## config.mk

```make
export PLATFORM = sky130hd
export DESIGN_NAME = pipeline_combine_masked_fifo
export DESIGN_NICKNAME = d
export VERILOG_FILES = /design/src/rtl/pipeline_combine_masked_fifo.sv
export SDC_FILE = /design/constraint.sdc
export NUM_CORES = 1
export LEC_CHECK = 0
export ABC_AREA = 1
export CORE_ASPECT_RATIO = 2
export CORE_MARGIN = 2
export CORE_UTILIZATION = 49
export DETAILED_ROUTE_END_ITERATION = 8
export HOLD_SLACK_MARGIN = 0.15
export PLACE_DENSITY = 0.79
export SLEW_MARGIN = 20
export SYNTH_ARGS = -nofsm -noshare
export SYNTH_HDL_FRONTEND = slang
export SYNTH_SLANG_ARGS = --single-unit
```

## constraint.sdc

```tcl
create_clock -name clk -period 3.5 [get_ports clk]
set_input_delay 0.7 -clock clk [delete_from_list [all_inputs] [get_ports clk]]
set_output_delay 0.7 -clock clk [all_outputs]
set_load 0.01 [all_outputs]
```

## src/rtl/pipeline_combine_masked_fifo.sv

```systemverilog
// Masked valid/ready join with one FIFO per input channel.
// A transaction pops the head of every channel whose mask bit is set.
module pipeline_combine_masked_fifo #(
  parameter  int N     = 2,
  parameter  int W     = 32,
  parameter  int DEPTH = 2,
  localparam int CW    = $clog2(DEPTH + 1),
  localparam int PW    = ($clog2(DEPTH) > 1) ? $clog2(DEPTH) : 1
) (
  input  logic                   clk,
  input  logic                   rst,
  input  logic [N-1:0]           i_valid,
  output logic [N-1:0]           i_ready,
  input  logic [N-1:0][W-1:0]    i_data,
  input  logic [N-1:0]           i_mask,
  output logic                   o_valid,
  input  logic                   o_ready,
  output logic [N-1:0][W-1:0]    o_data,
  output logic [N-1:0][CW-1:0]   o_count
);

  logic [W-1:0]          r_mem [N][DEPTH];
  logic [N-1:0][CW-1:0]  r_count;
  logic [N-1:0][PW-1:0]  r_wptr;
  logic [N-1:0][PW-1:0]  r_rptr;

  logic [N-1:0]          w_full;
  logic [N-1:0]          w_nonempty;
  logic [N-1:0]          w_push;
  logic [N-1:0]          w_pop;
  logic                  w_valid;
  logic                  w_fire;

  function automatic logic [PW-1:0] f_next_ptr(input logic [PW-1:0] p);
    if (p == PW'(DEPTH - 1)) begin
      return '0;
    end else begin
      return p + PW'(1);
    end
  endfunction

  // Per-channel status decode from registered occupancy
  always_comb begin
    w_full     = '0;
    w_nonempty = '0;
    for (int i = 0; i < N; i++) begin
      w_full[i]     = (r_count[i] == CW'(DEPTH));
      w_nonempty[i] = (r_count[i] != CW'(0));
    end
  end

  assign i_ready = ~w_full;
  assign w_push  = i_valid & ~w_full;

  // Join: every masked channel must have a head entry
  always_comb begin
    w_valid = 1'b1;
    for (int i = 0; i < N; i++) begin
      if (i_mask[i] && !w_nonempty[i]) begin
        w_valid = 1'b0;
      end else begin
        w_valid = w_valid;
      end
    end
  end

  assign o_valid = w_valid;
  assign w_fire  = w_valid & o_ready;
  assign w_pop   = {N{w_fire}} & i_mask;

  // Head data of masked, non-empty channels; zero elsewhere
  always_comb begin
    o_data = '0;
    for (int i = 0; i < N; i++) begin
      if (i_mask[i] && w_nonempty[i]) begin
        o_data[i] = r_mem[i][r_rptr[i]];
      end else begin
        o_data[i] = '0;
      end
    end
  end

  // Storage writes; contents need no reset
  always_ff @(posedge clk) begin
    for (int i = 0; i < N; i++) begin
      if (!rst && w_push[i]) begin
        r_mem[i][r_wptr[i]] <= i_data[i];
      end
    end
  end

  // Pointer and occupancy update; push and pop together leave count unchanged
  always_ff @(posedge clk) begin
    if (rst) begin
      r_count <= '0;
      r_wptr  <= '0;
      r_rptr  <= '0;
    end else begin
      for (int i = 0; i < N; i++) begin
        if (w_push[i]) begin
          r_wptr[i] <= f_next_ptr(r_wptr[i]);
        end
        if (w_pop[i]) begin
          r_rptr[i] <= f_next_ptr(r_rptr[i]);
        end
        case ({w_push[i], w_pop[i]})
          2'b10:   r_count[i] <= r_count[i] + CW'(1);
          2'b01:   r_count[i] <= r_count[i] - CW'(1);
          default: r_count[i] <= r_count[i];
        endcase
      end
    end
  end

  assign o_count = r_count;

  pipeline_combine_masked_fifo_chk #(
    .N     (N),
    .DEPTH (DEPTH),
    .CW    (CW)
  ) u_chk (
    .clk        (clk),
    .rst        (rst),
    .i_push     (w_push),
    .i_pop      (w_pop),
    .i_nonempty (w_nonempty),
    .i_count    (r_count)
  );

endmodule

// Simulation-only invariants on the per-channel FIFOs.
module pipeline_combine_masked_fifo_chk #(
  parameter int N     = 2,
  parameter int DEPTH = 2,
  parameter int CW    = 2
) (
  input logic                  clk,
  input logic                  rst,
  input logic [N-1:0]          i_push,
  input logic [N-1:0]          i_pop,
  input logic [N-1:0]          i_nonempty,
  input logic [N-1:0][CW-1:0]  i_count
);

  for (genvar g = 0; g < N; g++) begin : g_chk
    a_no_pop_empty : assert property (@(posedge clk) disable iff (rst)
      i_pop[g] |-> i_nonempty[g]);
    a_count_bound  : assert property (@(posedge clk) disable iff (rst)
      i_count[g] <= CW'(DEPTH));
    a_no_push_full : assert property (@(posedge clk) disable iff (rst)
      (i_count[g] == CW'(DEPTH)) |-> !i_push[g]);
  end

endmodule

```

* After elaboration in Yosys (flattened, before gate mapping)
Memory sizes are Yosys's and may differ from the RTL's. Index checks and enable logic that the tools add are counted.
Storage, ports and cells: bits in registers 8, bits in latches 0, bits in writable memories 128, bits in read-only memories 0, output and inout bits 71, word-level logic and storage cells 74, memories 1
Memories:
- r_mem | depth 2, width 64, read ports 2, clocked after Yosys merged registers in 0, wr ports 2, line 22 | logic [W-1:0] r_mem [N][DEPTH];
Operators by class: $add $sub $neg 8, $mul 0, div/mod/pow operators 0, $lt $le $gt $ge 6, equal/unequal tests 6, shifts and indexed selects 0, mux-type cells 24, bitwise logic cells 8, reduce and logical (&&, ||, !) cells 15
Operator list (count):
- 32-bit two-way mux | 10
- 64-bit two-way mux | 2
- 32-bit demux with 1-bit select | 2
- 2-bit equality test, second input constant | 4
- 2-bit greater-or-equal comparator, second input constant | 4
- 1-bit logical AND | 8
- 1-bit two-way mux | 8
- 1-bit inverter with 2-bit output | 4
- 2-bit case mux with 2 select lines | 2
- 2-bit nonzero test | 4
- 1-bit adder, second input constant | 4
- 2-bit by 1-bit adder with 2-bit output, second input constant | 2
- 2-bit AND | 2
- 2-bit by 1-bit equality test with 1-bit output, second input constant | 2
- 2-bit by 1-bit < comparator with 1-bit output, second input constant | 2
- 2-bit by 1-bit subtractor with 2-bit output, second input constant | 2
- 1-bit logical NOT | 3
- 2-bit inverter | 1
- 1-bit AND | 1

* Depth between registers and ports, before layout
Gate-level depths: netlist of run 1.
word-level depth 9, gate-level depth with buffers 10, depth with buffers taken out 10

* Least setup slack after synthesis of run 1
Ideal clock, no wire load.
path type input -> register, start input port rst, end memory r_mem[0][100] in the netlist's numbering (enable), library setup time 421 ps, arrival time 2289 ps, data required time 3079 ps, slack 790 ps, stages on the path 2, buffers on the path 1, path through clkbuf_1 nor2_1
RTL lines:
- from (decl) | line 11 | input logic rst,
- to (decl) | line 22

==> qor.csv, run 1 <==
metric,value,unit
global route overflow,0,
Setup Viol. Count Final,0,
first-pass GRT wire length,17900,um
drt first-iter violations,235,
filler cell count,878,
largest family of logic cells by synthesized area,simple AND/OR/NAND/NOR gates,
sequential element share of the synthesized area,69.7,%
"Area growth, synth to finish",36.9,%
async set or reset register ratio after synthesis,0,%
clock skew,0.00601,ns
Worst EP required,2.80,ns
core area,11600,sq um
Post-synth top cells,"nand2_1 (271), edfxtp_1 (128), inv_1 (75), buf_6 (12), nor2_1 (10)",
Vias/cell,4.65,
Max Freq,316,MHz
Startpoint Class,input port,
Worst Hold Class,flop to flop,
post-route ant nets,0,
Min Hold Slack,0.466,ns
critical path arrival,2.47,ns
htree depth,4,
distinct cell type count of the synthesized netlist,21,
mux share of post-synthesis cell area,0,%
post-cts resize count,0,
Sink Count,136,
initial core utilization,49.7,%
PwrDens,531,nW/um^2
outcome,finished clean,
"delay-heaviest family, CP",buffers and inverters,
Critical Path Fanout Max,32,
flop and latch count out of synthesis,136,
via total after detailed routing,3959,
post-layout minimum cycle time,3.17,ns
Slowest Stage Delay on Critical Path,0.53,ns
adder-cell share of the synthesized area,0.436,%
Final HPWL DP,7530,um
DRT Pass-1 Iters,5,
number of CTS-inserted buffers,17,
Crit-path slowest cell,clkdlybuf4s50_1,
P_leak,3.51,nW
Top Ports,142,
most frequent cell after synthesis,nand2_1,
Hold Fails Final Rpt,0,
clock latency on the worst-skew pair,0.40,ns
Synth top area share,66.9,%
final period utilization,90.5,%
Post-synth top flop,edfxtp_1,
average wire per standard cell,13.4,um
top post-synthesis cells by area,"edfxtp_1 (67%), nand2_1 (18%), inv_1 (4.9%), dfxtp_1 (2.8%), buf_6 (2.4%)",
unrepaired setup endpoints after global routing,false,
"Buf+Inv Stages, Crit Path",5,
cell taking the most area after synthesis,edfxtp_1,
Worst-Margin Slew,0.620,ns
Tot GR Track Use,18.9,%
NumNets Final,766,
post-CTS setup buffers,0,
num rows,56,
Compound-Gate Fraction of Synth Area,1.05,%
Slew headroom,58.6,%
syn_area_per_cell,10.6,sq um
MaxCap Viol Count,0,
Max IR drop VDD,0.392,mV
Crit Path Category,input port to output pin,
Synth Area in XOR/XNOR,0,%
Fin Setup TNS,0,ns
Setup crit end kind,output pin,
Final Slew Violations,0,
Routed Wire Length,11400,um
CTS max path bufs,2,
mapped cell area,5740,sq um
total die area,12700,sq um
antenna cells,0,
Die X-Extent,80.5,um
CP Cell Sequence,"clkdlybuf4s50_1, inv_1, nor2_4, buf_4, nand2_1, inv_1, clkdlybuf4s50_1",
clock-pin slew on the worst setup and hold paths,0.06,ns
"Core Util, Final",68.0,%
Die Ht,157,um
TritonCTS clock tree,done,
vias in the first global route,3934,
YS warnings,0,
largest net degree at the start of global routing,35,
DRC violations left,0,
I/O Buffers,141,
CTS Hold Bufs,0,
Post-synth EDFFs,128,
Synth Area in Simple Gates,20.3,%
RePlAce Congestion,0.741,
layout cells sized above 1,8.07,%
Cells after Synth,543,
antenna violations before repair,0,
Root Buffer,clkbuf_16,
"Net Count, Synth",616,
-- state kept, by name (all words and copies together) (netlist names) --
signal,flops
r_wptr,2
r_rptr,2
r_mem,128
o_count,4
-- metal layers --
layer | GRT usage [%] | part of all wire [%] | vias to the layer above
li1 | - | - | 2002
met1 | 22.2 | 41 | 1808
met2 | 31.5 | 52 | 137
met3 | 6.65 | 6.6 | 12
met4 | 7.26 | 1.3 | 0
met5 | 0 | 0 | -
-- power by group --
group,switching (W),internal [W],total [W]
Sequential,0.0000327,0.00186,0.00190
Combinational,0.000283,0.000264,0.000547
Clock,0.000624,0.00111,0.00173
Total,0.000939,0.00324,0.00418
-- per-stage QoR --
stage | std cells | setup slack [ns] | power (W) | instance area (sq um)
after detailed placement | 819 | 0.341 | 0.00248 | 7270
after CTS | 851 | 0.322 | 0.00422 | 7860
after global placement | 819 | 0.393 | 0.00246 | 7270
after floorplan | 543 | 0.790 | 0.00220 | 5740
final | 851 | 0.332 | 0.00418 | 7860
after global routing | 851 | 0.209 | 0.00434 | 7860
-- worst min-delay path, delay by kind of cell (launching register included) --
family / cells / cell delay, ns
AND/OR/NAND/NOR: 1 / 0.06
AO/OA/AOI/OAI: 1 / 0.05
flip-flops: 1 / 0.31
-- cells by family (layout without fill, tap and decap cells) --
logic type	Yosys count	in the layout
adder cells (fa/ha/maj)	2	2
AO/OA/AOI/OAI	10	10
AND/OR/NAND/NOR	295	295
buffers and inverters	100	263
flip-flops	136	136
-- worst paths after layout --
check / endpoint / from / cells after the start / slack, ns
setup / recovery: o_data[7] / i_mask[0] / 7 / 0.33
hold / removal: r_wptr[0] / r_wptr[0] / 2 / 0.47
setup reg to reg: r_mem[0][47] / o_count[0] / 5 / 1.64
hold reg to reg: r_wptr[0] / r_wptr[0] / 2 / 0.47
-- cell usage in the layout, fill, tap and decap left out, types with 3 or more instances in the layout --
master,n
a21oi_1,6
buf_4,10
bufinv_16,3
clkbuf_16,17
clkdlybuf4s50_1,141
clkinv_2,5
clkinvlp_4,4
dfxtp_1,8
edfxtp_1,128
inv_1,75
nand2_1,271
nor2_1,8
nor2_4,4
o21bai_1,4
-- cell type report --
cell class                 instances  area (sq um)  area share (%)
clock buffer                      18           429            5.46
inverter                          79           302            3.84
tap                              145           181            2.31
timing repair buffer             152          1510            19.2
sequential                       136          4000            50.9
clock inverter                    14           158            2.01
multi-input combinational        307          1280            16.3
No activity file was read; power rests on OpenSTA's default activity.
==> inputs of run 2 (changes only) <==
--- a/config.mk
+++ b/config.mk
@@ -12,6 +12,7 @@
 export DETAILED_ROUTE_END_ITERATION = 8
 export HOLD_SLACK_MARGIN = 0.15
 export PLACE_DENSITY = 0.79
+export SETUP_SLACK_MARGIN = 0.5
 export SLEW_MARGIN = 20
 export SYNTH_ARGS = -nofsm -noshare
 export SYNTH_HDL_FRONTEND = slang
==> run 2 against run 1 <==
Global-route usage increased by 0.62 points. Via count increased by 1.6%. Hold slack about the same. First-iteration DRC count increased by 4.7%. Setup slack improved by 0.16 ns. Combinational power increased by 6.2%. Final cell count increased by 0.35%. Clock skew decreased by 0.00064 ns. Critical path type unchanged. Largest cell class unchanged. Highest routed layer unchanged.
==> qor.csv, run 2 (synthesized netlist as in run 1, its figures left out) <==
metric,value,unit
Worst EP required,2.80,ns
Startpoint Class,input port,
DRT Pass-1 Iters,6,
Worst-Margin Slew,0.444,ns
MaxCap Viol Count,0,
Crit Path Category,input port to output pin,
I/O Buffers,141,
Slowest Stage Delay on Critical Path,0.53,ns
post-route ant nets,0,
clock skew,0.00537,ns
drt first-iter violations,246,
Routed Wire Length,11700,um
Setup crit end kind,output pin,
layout cells sized above 1,8.74,%
clock-pin slew on the worst setup and hold paths,0.06,ns
antenna violations before repair,0,
Worst Hold Class,flop to flop,
htree depth,4,
Final Slew Violations,0,
"commonest non-fill, non-tap cell in the layout",nand2_1,
FF-to-FF Start,o_count[0],
antenna cells,0,
Hold Fails Final Rpt,0,
RR Endpoint,r_mem[0][54],
NumNets Final,769,
flip-flop count of the largest register after layout,128,
Crit-path slowest cell,clkdlybuf4s50_1,
Vias/cell,4.71,
Max IR drop VDD,0.391,mV
final period utilization,85.9,%
Max Freq,333,MHz
largest net degree at the start of global routing,35,
average wire per standard cell,13.7,um
Sink Count,136,
Post-Place Worst Slack,0.341,ns
Tot GR Track Use,19.5,%
hold path cells,2,
num rows,56,
Final HPWL DP,7530,um
most frequent cells in the layout,"nand2_1 (271), clkdlybuf4s50_1 (140), edfxtp_1 (128), inv_1 (75), clkbuf_16 (17)",
first-pass GRT wire length,18400,um
post-layout minimum cycle time,3.01,ns
hold path start,r_wptr[0],
RePlAce Congestion,0.741,
clock latency on the worst-skew pair,0.40,ns
CTS max path bufs,2,
total die area,12700,sq um
global route overflow,0,
Die X-Extent,80.5,um
critical path arrival,2.31,ns
Slew headroom,70.3,%
R2R setup slack,1.63,ns
PwrDens,530,nW/um^2
via total after detailed routing,4023,
vias in the first global route,3988,
Die Ht,157,um
worst r2r path cells,5,
"Area growth, synth to finish",38.4,%
worst min-delay path endpoint,r_wptr[0],
Root Buffer,clkbuf_16,
Setup Viol. Count Final,0,
DRC violations left,0,
unrepaired setup endpoints after global routing,true,
final setup margin,0.494,ns
"Core Util, Final",68.7,%
initial core utilization,49.7,%
Fin Setup TNS,0,ns
Critical Path Fanout Max,32,
core area,11600,sq um
outcome,finished clean,
Top Ports,142,
TritonCTS clock tree,done,
CP Cell Sequence,"clkdlybuf4s50_1, inv_1, nor2_4, buf_12, nand2_1, inv_1, clkdlybuf4s50_1",
number of CTS-inserted buffers,17,
P_leak,3.55,nW
-- run 2: cell types whose count changed in the layout (fill, tap and decap cells not counted) --
cell,change
dfxtp_1,-2
dlygate4sd2_1,+1
buf_12,+1
dfxtp_2,+2
bufbuf_16,+2
clkdlybuf4s50_1,-1
-- run 2: report_power, final --
group	total [W]	switching [W]	internal (W)
registers	0.00190	0.0000325	0.00186
clock network	0.00174	0.000628	0.00111
logic	0.000581	0.000290	0.000291
total	0.00421	0.000950	0.00326
-- run 2: per-layer routing --
layer  GRT usage, %  up-vias  share of wire (%)
met5              0        -                  0
met4           7.43        0                1.3
met3           6.59       13                7.5
met2           32.1      158                 51
met1           23.6     1838                 40
li1               -     2014                  -
-- run 2: cell type report --
class / instances / area, sq um
clock buffers: 18 / 429
clock inverters: 14 / 158
fillers: 866 / 3610
inverters: 79 / 302
multi-input cells: 307 / 1280
flip-flops and latches: 136 / 4010
well taps: 145 / 181
repair buffers: 155 / 1590
-- run 2: per-stage QoR --
step	cell area (sq um)	std cells	total power, W	hold slack, ns
2_1_floorplan	5740	543	0.00220	0.441
3_3_place_gp	7270	819	0.00246	0.448
3_5_place_dp	7270	819	0.00248	0.462
4_1_cts	7950	854	0.00425	0.471
5_1_grt	7950	854	0.00438	0.498
6_report	7950	854	0.00421	0.466
-- run 2: critical path, delay by kind of cell --
family                 cells  cell delay (ns)
and+or+nand+nor            2             0.23
buffers and inverters      5             1.37
-- run 2: repair_timing --
item	in CTS	in global routing
cloned	2	0
hold buffers	0	0
setup buffers	1	0
setup endpoints to repair	37	32
resized for setup	6	0
-- run 2: how the worst max path moves through the flow --
stage / startpoint / to / depth (start not counted)
final: i_mask[1] / o_data[51] / 7
after global routing: i_mask[1] / o_data[51] / 7
after CTS: i_mask[1] / o_data[51] / 7
after detailed placement: i_mask[0] / o_data[23] / 7
after global placement: i_mask[0] / o_data[2] / 7
after floorplan: rst / r_mem[0][100] / 2
==> inputs of run 3 (changes only) <==
--- a/config.mk
+++ b/config.mk
@@ -11,7 +11,7 @@
 export CORE_UTILIZATION = 49
 export DETAILED_ROUTE_END_ITERATION = 8
 export HOLD_SLACK_MARGIN = 0.15
-export PLACE_DENSITY = 0.79
+export PLACE_DENSITY = 0.8
 export SETUP_SLACK_MARGIN = 0.5
 export SLEW_MARGIN = 20
 export SYNTH_ARGS = -nofsm -noshare
==> run 3 against run 2 <==
Cell area shrank 1.3%. Maximum frequency shrank 0.22%. Critical path depth is the same. Clock power shrank 6%. Flip-flop and latch count is the same. Setup slack lost 0.0067 ns. First-iteration DRC count is the same. Die area is the same. Hold slack lost 0.0038 ns. Largest power group unchanged.
==> qor.csv, run 3 (synthesized netlist as in run 1, its figures left out) <==
metric,value,unit
outcome,finished clean,
number of CTS-inserted buffers,17,
core area,11600,sq um
via total after detailed routing,3986,
DRC violations left,0,
most frequent cells in the layout,"nand2_1 (271), clkdlybuf4s50_1 (141), edfxtp_1 (128), inv_1 (75), clkbuf_16 (17)",
Top Ports,142,
Critical Path Fanout Max,32,
Setup Viol. Count Final,0,
Startpoint Class,input port,
final period utilization,86.1,%
Final Cell Area,7840,sq um
initial core utilization,49.7,%
PwrDens,521,nW/um^2
final setup margin,0.487,ns
Root Buffer,clkbuf_16,
post-CTS setup buffers,0,
Critical Path Stages,7,
Routed Wire Length,11300,um
worst r2r path cells,5,
Slew headroom,54.7,%
Final HPWL DP,7310,um
drt first-iter violations,246,
Slowest Stage Delay on Critical Path,0.55,ns
vias in the first global route,4013,
wire length on met2,5780,um
clock latency on the worst-skew pair,0.40,ns
flip-flop count of the largest register after layout,128,
Worst-Margin Slew,0.677,ns
DRT Pass-1 Iters,4,
"Buf+Inv Stages, Crit Path",5,
average wire per standard cell,13.3,um
Setup crit end kind,output pin,
post-layout minimum cycle time,3.01,ns
Max IR drop VDD,0.505,mV
MaxCap Viol Count,0,
"commonest non-fill, non-tap cell in the layout",nand2_1,
antenna cells,0,
clock-pin slew on the worst setup and hold paths,0.06,ns
Vias/cell,4.69,
CP Cell Sequence,"clkdlybuf4s50_1, inv_1, nor2_4, buf_12, nand2_1, inv_1, clkdlybuf4s50_1",
Min Hold Slack,0.462,ns
Max Freq,332,MHz
total die area,12700,sq um
filler cell count,874,
global route overflow,0,
P_leak,3.48,nW
Post-Place Worst Slack,0.475,ns
post-route ant nets,0,
TritonCTS clock tree,done,
RePlAce Congestion,0.727,
num rows,56,
Crit-path slowest cell,clkdlybuf4s50_1,
first-pass GRT wire length,17900,um
Worst Hold Class,flop to flop,
DP Area,7280,sq um
unrepaired setup endpoints after global routing,true,
clock skew,0.00768,ns
Fin Setup TNS,0,ns
"Core Util, Final",67.8,%
max layer used,met4,
htree depth,4,
Tot GR Track Use,18.6,%
largest net degree at the start of global routing,35,
Hold Fails Final Rpt,0,
"delay-heaviest family, CP",buffers and inverters,
I/O Buffers,141,
met3 wire length,716,um
CTS max path bufs,2,
antenna violations before repair,0,
Die X-Extent,80.5,um
Crit Path Category,input port to output pin,
hold path cells,2,
Sink Count,136,
CTS Hold Bufs,0,
critical path arrival,2.31,ns
Final Slew Violations,0,
NumNets Final,764,
M1 WL,4550,um
layout cells sized above 1,7.95,%
Worst EP required,2.80,ns
"Area growth, synth to finish",36.5,%
Die Ht,157,um
run 3: cell types whose count changed in the layout (fill, tap and decap cells not counted):
cell	change
dfxtp_1	+1
clkinv_1	-1
inv_6	+3
clkbuf_1	+1
clkinv_4	+2
buf_12	+1
bufbuf_16	-2
clkinv_2	-3
dlygate4sd2_1	-1
clkdlybuf4s50_1	+1
bufinv_16	-2
dfxtp_2	-1
buf_4	-4
run 3: final timing paths:
kind	to	startpoint	slack (ns)
worst max-delay path	o_data[11]	i_mask[0]	0.49
worst min-delay path	r_wptr[0]	r_wptr[0]	0.46
worst max register to register	r_mem[0][92]	o_count[2]	1.81
worst min register to register	r_wptr[0]	r_wptr[0]	0.46
run 3: layout make-up:
cell class / count / area, sq um / area share, %
clock buffer: 19 / 433 / 5.52
clock inverter: 13 / 123 / 1.56
timing repair buffer: 150 / 1520 / 19.3
tap: 145 / 181 / 2.31
multi-input combinational: 307 / 1280 / 16.3
sequential: 136 / 4010 / 51.1
inverter: 79 / 302 / 3.85
run 3: routing by layer:
| metal | global-route usage [%] | up-vias |
|---|---|---|
| met1 | 22.1 | 1836 |
| met2 | 31.2 | 128 |
| li1 | - | 2001 |
| met3 | 5.50 | 21 |
| met5 | 0 | - |
| met4 | 7.83 | 0 |
run 3: power by group:
group / leakage (nW) / internal [W] / switching (W) / total, W
combinational: 1.98 / 0.000269 / 0.000286 / 0.000555
sequential: 1.24 / 0.00186 / 0.0000284 / 0.00189
clock: 0.260 / 0.000982 / 0.000655 / 0.00164
run 3: worst register-to-register path, delay by kind of cell (launching register included):
family	cells	cell delay (ns)
buf+inv	2	0.51
flops	1	0.42
simple gates	3	0.40
run 3: through the flow:
step	std cells	total power, W
floorplan	543	0.00220
global placement	817	0.00247
detailed placement	817	0.00248
CTS	849	0.00413
global route	849	0.00426
finish	849	0.00408
run 3: timing repair:
item	in CTS	in global routing
cloned	0	0
setup endpoints to repair	9	64
gates resized for setup	1	0
